`src/rtl/instr_loader_pkg.sv`:
```
// Shared types and constants for the boot-time instruction loader.
package instr_loader_pkg;

  typedef enum logic [2:0] {
    LEN,
    DATA,
    CHECK,
    RUN,
    ERROR
  } loadState_e;

  localparam int BYTES_PER_WORD = 4;
  localparam int LEN_BYTES      = 4;
  localparam int BYTE_IDX_W     = $clog2(BYTES_PER_WORD);
  localparam int CSUM_W         = 8;

endpackage

```
`src/rtl/byte_to_word_packer.sv`:
```
// Assembles little-endian words from a byte stream; pulses wordDone on the byte that completes a word.
module byte_to_word_packer
  import instr_loader_pkg::*;
(
  input  logic                        i_clk,
  input  logic                        i_arstn,
  input  logic                        i_clear,
  input  logic                        i_shiftEn,
  input  logic [7:0]                  i_byte,
  output logic [8*BYTES_PER_WORD-1:0] o_word,
  output logic                        o_wordDone
);

  logic [BYTE_IDX_W-1:0]          byteIdx;
  logic [BYTES_PER_WORD-1:0][7:0] wordBuf;

  always_ff @(posedge i_clk or negedge i_arstn) begin
    if (!i_arstn) begin
      byteIdx <= '0;
      wordBuf <= '0;
    end else if (i_clear) begin
      byteIdx <= '0;
      wordBuf <= '0;
    end else if (i_shiftEn) begin
      wordBuf[byteIdx] <= i_byte;
      byteIdx          <= byteIdx + 1'b1;
    end
  end

  // The word is presented in the same cycle as its final byte so the caller can register it directly.
  for (genvar g = 0; g < BYTES_PER_WORD; g++) begin : gLane
    assign o_word[8*g +: 8] = (i_shiftEn && byteIdx == BYTE_IDX_W'(g)) ? i_byte : wordBuf[g];
  end

  assign o_wordDone = i_shiftEn && (byteIdx == BYTE_IDX_W'(BYTES_PER_WORD - 1));

endmodule

```
`src/rtl/instr_loader.sv`:
```
// Boot loader: length-prefixed byte stream -> instruction memory writes, XOR-checked, then core release.
module instr_loader
  import instr_loader_pkg::*;
#(
  parameter int          DEPTH_WORDS = 64,
  parameter logic [31:0] BASE_ADDR   = 32'h0000_0000
) (
  input  logic        i_clk,
  input  logic        i_arstn,
  input  logic        i_restart,
  input  logic        i_byteValid,
  input  logic [7:0]  i_byteData,
  output logic        o_byteReady,
  output logic        o_imemWriteEn,
  output logic [31:0] o_imemAddress,
  output logic [31:0] o_imemWriteData,
  output logic        o_coreSrst,
  output logic        o_loadDone,
  output logic        o_loadError
);

  localparam int IDX_W = $clog2(DEPTH_WORDS + 1);

  loadState_e        state, nextState;
  logic              byteReady;
  logic              accept, restartGo, lastWord;
  logic              pkShift, pkDone;
  logic [31:0]       pkWord;
  logic [31:0]       lenWord;
  logic [IDX_W-1:0]  wordIndex;
  logic [CSUM_W-1:0] checksum;
  logic              writeEn;
  logic [31:0]       writeData, address;

  assign accept    = i_byteValid && byteReady;
  assign restartGo = i_restart && (state == RUN || state == ERROR);
  assign pkShift   = accept && (state == LEN || state == DATA);
  assign lastWord  = (32'(wordIndex) + 32'd1) == lenWord;

  // Same packer serves the length field and every data word; it wraps to index 0 between fields.
  byte_to_word_packer u_packer (
    .i_clk      (i_clk),
    .i_arstn    (i_arstn),
    .i_clear    (restartGo),
    .i_shiftEn  (pkShift),
    .i_byte     (i_byteData),
    .o_word     (pkWord),
    .o_wordDone (pkDone)
  );

  always_comb begin
    nextState = state;
    case (state)
      LEN: begin
        if (accept && pkDone) begin
          if (pkWord > 32'(DEPTH_WORDS)) nextState = ERROR;
          else if (pkWord == 32'd0)      nextState = CHECK;
          else                           nextState = DATA;
        end
      end
      DATA:       if (accept && pkDone && lastWord) nextState = CHECK;
      CHECK:      if (accept) nextState = (i_byteData == checksum) ? RUN : ERROR;
      RUN, ERROR: if (i_restart) nextState = LEN;
      default:    nextState = LEN;
    endcase
  end

  always_ff @(posedge i_clk or negedge i_arstn) begin
    if (!i_arstn) begin
      state     <= LEN;
      byteReady <= 1'b0;
    end else begin
      state     <= nextState;
      byteReady <= (nextState == LEN) || (nextState == DATA) || (nextState == CHECK);
    end
  end

  always_ff @(posedge i_clk or negedge i_arstn) begin
    if (!i_arstn) begin
      lenWord   <= '0;
      wordIndex <= '0;
      checksum  <= '0;
      writeEn   <= 1'b0;
      writeData <= '0;
      address   <= BASE_ADDR;
    end else begin
      writeEn <= 1'b0;
      if (restartGo) begin
        lenWord   <= '0;
        wordIndex <= '0;
        checksum  <= '0;
      end else if (accept) begin
        checksum <= checksum ^ i_byteData;
        if (state == LEN && pkDone) lenWord <= pkWord;
        if (state == DATA && pkDone) begin
          writeEn   <= 1'b1;
          writeData <= pkWord;
          address   <= BASE_ADDR + (32'(wordIndex) << 2);
          wordIndex <= wordIndex + 1'b1;
        end
      end
    end
  end

  assign o_byteReady     = byteReady;
  assign o_imemWriteEn   = writeEn;
  assign o_imemAddress   = address;
  assign o_imemWriteData = writeData;
  assign o_coreSrst      = (state != RUN);
  assign o_loadDone      = (state == RUN);
  assign o_loadError     = (state == ERROR);

endmodule

```
`config.mk`:
```
export PLATFORM = sky130hd
export DESIGN_NAME = instr_loader
export DESIGN_NICKNAME = d
export VERILOG_FILES = /design/src/rtl/instr_loader_pkg.sv /design/src/rtl/byte_to_word_packer.sv /design/src/rtl/instr_loader.sv
export SDC_FILE = /design/constraint.sdc
export NUM_CORES = 1
export LEC_CHECK = 0
export ABC_AREA = 1
export CORE_MARGIN = 1.5
export CORE_UTILIZATION = 55
export CTS_BUF_LIST = sky130_fd_sc_hd__clkbuf_16
export DETAILED_ROUTE_END_ITERATION = 6
export GPL_ROUTABILITY_DRIVEN = 0
export HOLD_SLACK_MARGIN = 0.12
export PLACE_DENSITY = 0.89
export SYNTH_ARGS = -nofsm -noshare
export SYNTH_HDL_FRONTEND = slang
export SYNTH_HIERARCHICAL = 1
export SYNTH_SLANG_ARGS = --single-unit
```
`constraint.sdc`:
```
create_clock -name i_clk -period 2.5 [get_ports i_clk]
set_input_delay 0.25 -clock i_clk [delete_from_list [all_inputs] [get_ports i_clk]]
set_output_delay 0.25 -clock i_clk [all_outputs]
set_load 0.05 [all_outputs]
```
# --- After elaboration in Yosys (flattened, before gate mapping) ---
# Cells that the tools add are included.
word_totals:
  n_memories: 0
  latch_bits: 0
  word_cells: 91
  rom_bits: 0
  mem_bits_rw: 0
  regBits: 125
  input_bits: 12
  out_inout_bits: 69
classes:
  magnitude_cmp: 3
  n_div: 0
  muxes: 30
  n_mul: 0
  eq_ne: 12
  bitwise: 2
  n_addsub: 3
  n_reduce_logical: 28
  shifts: 0
op_table:
  columns: ["cell", "n"]
  rows:
  - ["32-bit 2-to-1 mux", 5]
  - ["8-bit 2-to-1 mux", 7]
  - ["32-bit bitwise mux", 1]
  - ["8-bit by 32-bit == test with 1-bit output", 1]
  - ["32-bit by 7-bit > comparator with 1-bit output, second input constant", 1]
  - ["32-bit zero test", 1]
  - ["7-bit 2-to-1 mux", 3]
  - ["3-bit 2-to-1 mux", 6]
  - ["8-bit demux with 2-bit select", 1]
  - ["1-bit logical AND", 12]
  - ["3-bit one-hot mux with 4 select lines", 1]
  - ["3-bit by 2-bit == test with 1-bit output, second input constant", 3]
  - ["7-bit by 1-bit adder with 8-bit output, second input constant", 1]
  - ["8-bit == test", 1]
  - ["2-bit nonzero test", 4]
  - ["8-bit XOR", 1]
  - ["7-bit by 1-bit adder with 7-bit output, second input constant", 1]
  - ["3-bit by 1-bit == test with 1-bit output, second input constant", 2]
  - ["3-bit zero test", 2]
  - ["2-bit 2-to-1 mux", 3]
  - ["2-bit == test, second input constant", 2]
  - ["1-bit logical OR", 4]
  - ["2-bit AND reduction", 2]
  - ["3-bit == test, second input constant", 1]
  - ["other kinds (10)", 12]

# --- Depth between registers and ports, before layout ---
depth:
  depth_word: 13
  depth_mapped: 15
  depth_no_buf: 13

# --- Cells and area by module ---
# The synthesis kept the hierarchy.
by_module_without_submodules:
  columns: ["module", "area_per_inst_um2", "cells_each", "seq_area_each_um2", "n_inst"]
  rows:
  - ["instr_loader", 4340.4, 513, 2277.2, 1]
  - ["byte_to_word_packer", 1824.2, 265, 850.8, 1]

# --- Worst setup path after synthesis ---
# OpenSTA, ideal clock, no wires.
synth_path:
  path_type: "register -> register"
  startpoint: "register byteReady, in the netlist o_byteReady"
  endpoint: "register byteReady, in the netlist o_byteReady"
  n_path_buf: 3
  arrival_time_ns: 2.340
  path_stages_with_launch: 16
  setup_time_ns: 0.071
  slack_ns: 0.089
  required_time_ns: 2.429
  period_less_slack_ns: 2.411
  path_cell_list: "dfrtp_1 > nand2_1 > clkbuf_1 > nor3_1 > buf_4 > buf_4 > nand3_1 > nand2_1 > inv_1 > inv_1 > nand4_1 > nor3_1 > nand3_1 > nand2_1 > nand2_1 > nor2_1"
synth_between:
  elab_cells_between_ends: 25
  cone_classes: "order compare (1); eq/ne (2); mux (10); reduce/logical (12)"
synth_rtl:
  columns: ["item", "line_no", "source"]
  rows:
  - ["start, declared", "instr_loader.sv:25", "logic byteReady;"]
  - ["start signal, assigned", "instr_loader.sv:74", "byteReady <= (nextState == LEN) || (nextState == DATA) || (nextState == CHECK);"]
  - ["1-bit logical AND *", "instr_loader.sv:35", "assign accept = i_byteValid && byteReady;"]
  - ["1-bit logical AND *", "instr_loader.sv:37", "assign pkShift = accept && (state == LEN || state == DATA);"]
  - ["named net pkShift", "instr_loader.sv:27", "logic pkShift, pkDone;"]
  - ["1-bit logical AND *", "byte_to_word_packer.sv:32", "assign o_word[8*g +: 8] = (i_shiftEn && byteIdx == BYTE_IDX_W'(g)) ? i_byte : wordBuf[g];"]
  - ["8-bit 2-to-1 mux *", "byte_to_word_packer.sv:32", null]
  - ["named net pkWord[20]", "instr_loader.sv:28", "logic [31:0] pkWord;"]
  - ["32-bit by 7-bit > comparator with 1-bit output *", "instr_loader.sv:56", "if (pkWord > 32'(DEPTH_WORDS)) nextState = ERROR;"]
  - ["3-bit 2-to-1 mux *", "instr_loader.sv:56", null]
  - ["3-bit 2-to-1 mux *", "instr_loader.sv:55", "if (accept && pkDone) begin"]
  - ["3-bit one-hot mux with 4 select lines *", "instr_loader.sv:53", "case (state)"]
  - ["named net nextState[2]", "instr_loader.sv:24", "loadState_e state, nextState;"]
  - ["3-bit by 1-bit == test with 1-bit output or 3-bit zero test (tied branches)", "instr_loader.sv:74", null]
  - ["1-bit logical OR", "instr_loader.sv:74", null]
  - ["1-bit logical OR *", "instr_loader.sv:74", null]
# The timed path passes the listed nets; every way through them passes the cells marked *.
# A chain may end at the register's enable or synchronous reset.

# --- Final worst setup path ---
layout_path:
  startpoint: "register state[2]"
  endpoint: "register lenWord[16]"
layout_between:
  elab_cells_between_ends: 18
  cone_classes: "eq/ne (3); mux (4); reduce/logical (11)"
layout_rtl:
  columns: ["item", "line_no", "source"]
  rows:
  - ["start, declared", "instr_loader.sv:24", null]
  - ["start signal, assigned", "instr_loader.sv:73", "state <= nextState;"]
  - ["3-bit by 1-bit == test with 1-bit output or 3-bit zero test (tied branches)", "instr_loader.sv:37", null]
  - ["1-bit logical OR *", "instr_loader.sv:37", null]
  - ["1-bit logical AND *", "instr_loader.sv:37", null]
  - ["named net pkShift", "instr_loader.sv:27", null]
  - ["1-bit logical AND *", "byte_to_word_packer.sv:35", "assign o_wordDone = i_shiftEn && (byteIdx == BYTE_IDX_W'(BYTES_PER_WORD - 1));"]
  - ["named net pkDone", "instr_loader.sv:27", null]
  - ["1-bit logical AND *", "instr_loader.sv:94", "if (state == LEN && pkDone) lenWord <= pkWord;"]
  - ["2-bit nonzero test (no line) *", null, null]
  - ["2-bit AND reduction (no line) *", null, null]
  - ["end signal, assigned", "instr_loader.sv:94", null]
  - ["end, declared", "instr_loader.sv:29", "logic [31:0] lenWord;"]
# The timed path passes the listed nets; every way through them passes the cells marked *. The select of a mux whose other input is x is not followed.

==> results.py <==
metrics = {
    "floorplanning": {
        "dieHeight_um": 109,
        "coreArea_um2": 10900,
        "die_x_um": 109,
        "die_area_um2": 11900,
        "rows": 38,
        "ios": 81,
        "initial_core_util_pct": 56.6,
    },
    "global_route": {
        "antenna_found_initial": 0,
        "grt_max_degree": 53,
        "grt-ovfl-total": 0,
        "grt_use_total_pct": 28.2,
        "grt_pass1_wl_um": 25400,
        "grt_pass1_vias": 5319,
    },
    "worst_setup_path": {
        "worst_setup_path_start_kind": "flip-flop",
        "cp_cell_sequence": "nor3_2 > buf_12 > nand2_2 > inv_2 > nand2_1 > inv_1 > nand2_1 > nand2_4 > inv_2 > nand2_1 > o31ai_1",
        "regToRegStartpoint": "state[2]",
        "worstSetupPathType": "flip-flop to flip-flop",
        "critPathMaxStageDelay_ns": 0.47,
        "worst_setup_path_end_kind": "flip-flop",
        "required_ns": 2.76,
        "cp.arrival_ns": 2.59,
        "critical_path.slowest_cell": "dfrtp_1",
        "critPathMostFrequentCell": "nand2_1",
        "crit_path_start": "state[2]",
        "crit_fanout": 39,
    },
    "cells_and_area": {
        "area_growth_pct": 21.3,
        "nets": 866,
        "drive_gt1_share_pct": 9.05,
        "diodes": 0,
        "final_area_um2": 7470,
    },
    "pwr": {
        "peakVddDrop_uv": 502,
        "p_leak_nw": 3.95,
        "power_density_nw_per_um2": 1240,
        "p_int_mw": 5.38,
        "switching_share_pct": 42.1,
        "comb_power_share_pct": 41.2,
        "finalPower_mw": 9.29,
        "p_seq_share_pct": 32.4,
        "clockPowerShare_pct": 26.4,
        "p_sw_mw": 3.92,
    },
    "route": {
        "wl_per_cell_um": 15.6,
        "first_pass_iters": 7,
        "final_antenna_net_count": 0,
        "route.detailed.drc": 8,
        "vias_per_cell": 5.51,
        "drt_iter0_markers": 628,
        "totalWireLength_um": 15600,
        "via_count": 5526,
    },
    "clock_tree": {
        "postCtsSetupBuffers": 0,
        "cts_sinks": 125,
        "htree_levels": 4,
        "cts.path.max_buffers": 2,
        "clock_latency_ns": 0.41,
        "cts_tree": "done",
        "cts_hold_buf": 1,
        "cts_made_buffers": 17,
        "cts_resized": 0,
        "ctsRootBufferMaster": "clkbuf_16",
        "clkTransAtPathRegs_ns": 0.06,
    },
    "sta": {
        "slew_headroom_pct": 63.7,
        "finalSetupViolCount": 0,
        "skew_ns": 0.0103,
        "final.setup.tns_ns": 0,
        "finalCriticalPeriod_ns": 2.33,
        "rsz0062_at_grt": "false",
        "slew_violations": 0,
        "tightest_slew_ns": 0.545,
        "whs_ns": 0.310,
        "fin_crit_sh_pct": 93.2,
        "fmax_mhz": 429,
        "finalHoldViolCount": 0,
    },
    "flow_run": {
        "maxCapViolCount": 0,
    },
    "synthesis": {
        "yosys-top-cells-area": "dfrtp_1, nand2_1, inv_1, nand3_1, nor2_1",
        "synth_seq_cells": 125,
        "synth_cell_types": 30,
        "yosysWarnings": 6,
        "yosysTopAreaCellShare_pct": 50.7,
        "ys_seq_area_share_pct": 50.7,
        "synth_common_cells": "nand2_1, inv_1, dfrtp_1",
        "synthCells": 778,
        "ys.flop_type": "dfrtp_1",
        "yosysTopAreaCell": "dfrtp_1",
        "synth_area_per_cell_um2": 7.92,
        "synth-edff-count": 0,
        "synthArstFlopShare_pct": 100,
        "synth.cell_area_um2": 6160,
        "synth.most_common_cell": "nand2_1",
    },
    "outcome": {
        "outcome": "complete, but fails checks",
        "violations": "DRC",
    },
    "place": {
        "dpl.hpwl_um": 9710,
        "portBuffers": 55,
        "place_area_um2": 6880,
    },
    "hold_path": {
        "hold_path_class": "primary input to async pin",
    },
}
through the flow:
stage,setup WS (ns),utilization [%],std cells
final,0.170,68.7,1002
after global placement,0.131,63.1,969
after CTS,0.193,68.7,1002
after floorplan,0.0889,-,802
after global routing,0.0243,68.7,1002
after detailed placement,0.0500,63.1,969
path summary, 6_finish.rpt:
| path | depth (start not counted) | slack (ns) | end |
|---|---|---|---|
| max reg2reg | 11 | 0.17 | lenWord[16] |
| min | 2 | 0.31 | o_imemWriteData[20] |
| min reg2reg | 2 | 0.48 | o_imemWriteData[4] |
| max | 11 | 0.17 | lenWord[16] |
| max in group asynchronous | 3 | 1.50 | o_imemWriteData[26] |
| min in group i_clk | 2 | 0.48 | o_imemWriteData[4] |
state kept, by name, indices dropped and copies added, names as in the netlist:
register	count
o_imemAddress	7
o_imemWriteEn	1
o_byteReady	1
u_packer/byteIdx	2
lenWord	32
checksum	8
wordIndex	7
u_packer/wordBuf	32
o_imemWriteData	32
state	3
worst max-delay path: cells and delay by family (launching register included):
kind	cells	cell delay, ns
AOI/OAI and AO/OA	1	0.09
buffers and inverters	4	0.61
DFF	1	0.47
and+or+nand+nor	6	1.00
cells by family after synthesis:
family	share of synthesized area [%]
flip-flops	50.7
adder cells (fa/ha/maj)	1.01
AO/OA/AOI/OAI	8.63
buffers and inverters	14.6
AND/OR/NAND/NOR	23.9
XOR/XNOR	1.14
other	0.0608
layer usage:
| layer | vias up | share of wire, % | GRT usage, % |
|---|---|---|---|
| met4 | 0 | 4.8 | 15.2 |
| met2 | 333 | 48 | 45.0 |
| li1 | 2515 | - | - |
| met1 | 2597 | 39 | 35.0 |
| met3 | 81 | 8.2 | 7.35 |
| met5 | - | 0 | 0 |
cell type report:
class                           count  area [um2]
Inverter                          145         547
Multi-Input combinational cell    477        2240
Tap cell                          140         175
Timing Repair Buffer               83         798
Sequential cell                   125        3130
Clock buffer                       17         425
Clock inverter                     15         164
Fill cell                         768        3410
power by group through the flow:
stage               clock, mW  sequential (mW)  combinational [mW]
detailed placement          0             3.00                3.55
global route             2.58             3.06                4.21
global placement            0             2.98                3.41
CTS                      2.47             2.99                3.73
finish                   2.46             3.01                3.83
floorplan                   0             2.98                2.48
cell usage in the layout, fill, tap and decap left out, drive strengths merged:
cell / netlist / routed
inv: 145 / 149
clkinv: 0 / 5
dlygate4sd3: 0 / 1
xor2: 2 / 2
and2: 1 / 1
o22ai: 14 / 14
ha: 5 / 5
o21bai: 1 / 1
bufinv: 0 / 2
clkbuf: 10 / 17
dfrtp: 125 / 125
o31ai: 18 / 18
nand2: 191 / 191
o21ai: 57 / 57
nand4: 16 / 16
nand3: 57 / 57
a22oi: 1 / 1
a21oi: 1 / 1
nor2: 75 / 75
clkdlybuf4s50: 0 / 54
conb: 1 / 25
nor3: 7 / 7
buf: 45 / 28
xnor2: 6 / 6
clkinvlp: 0 / 4
Note: power is estimated with default switching activity, not from simulation.
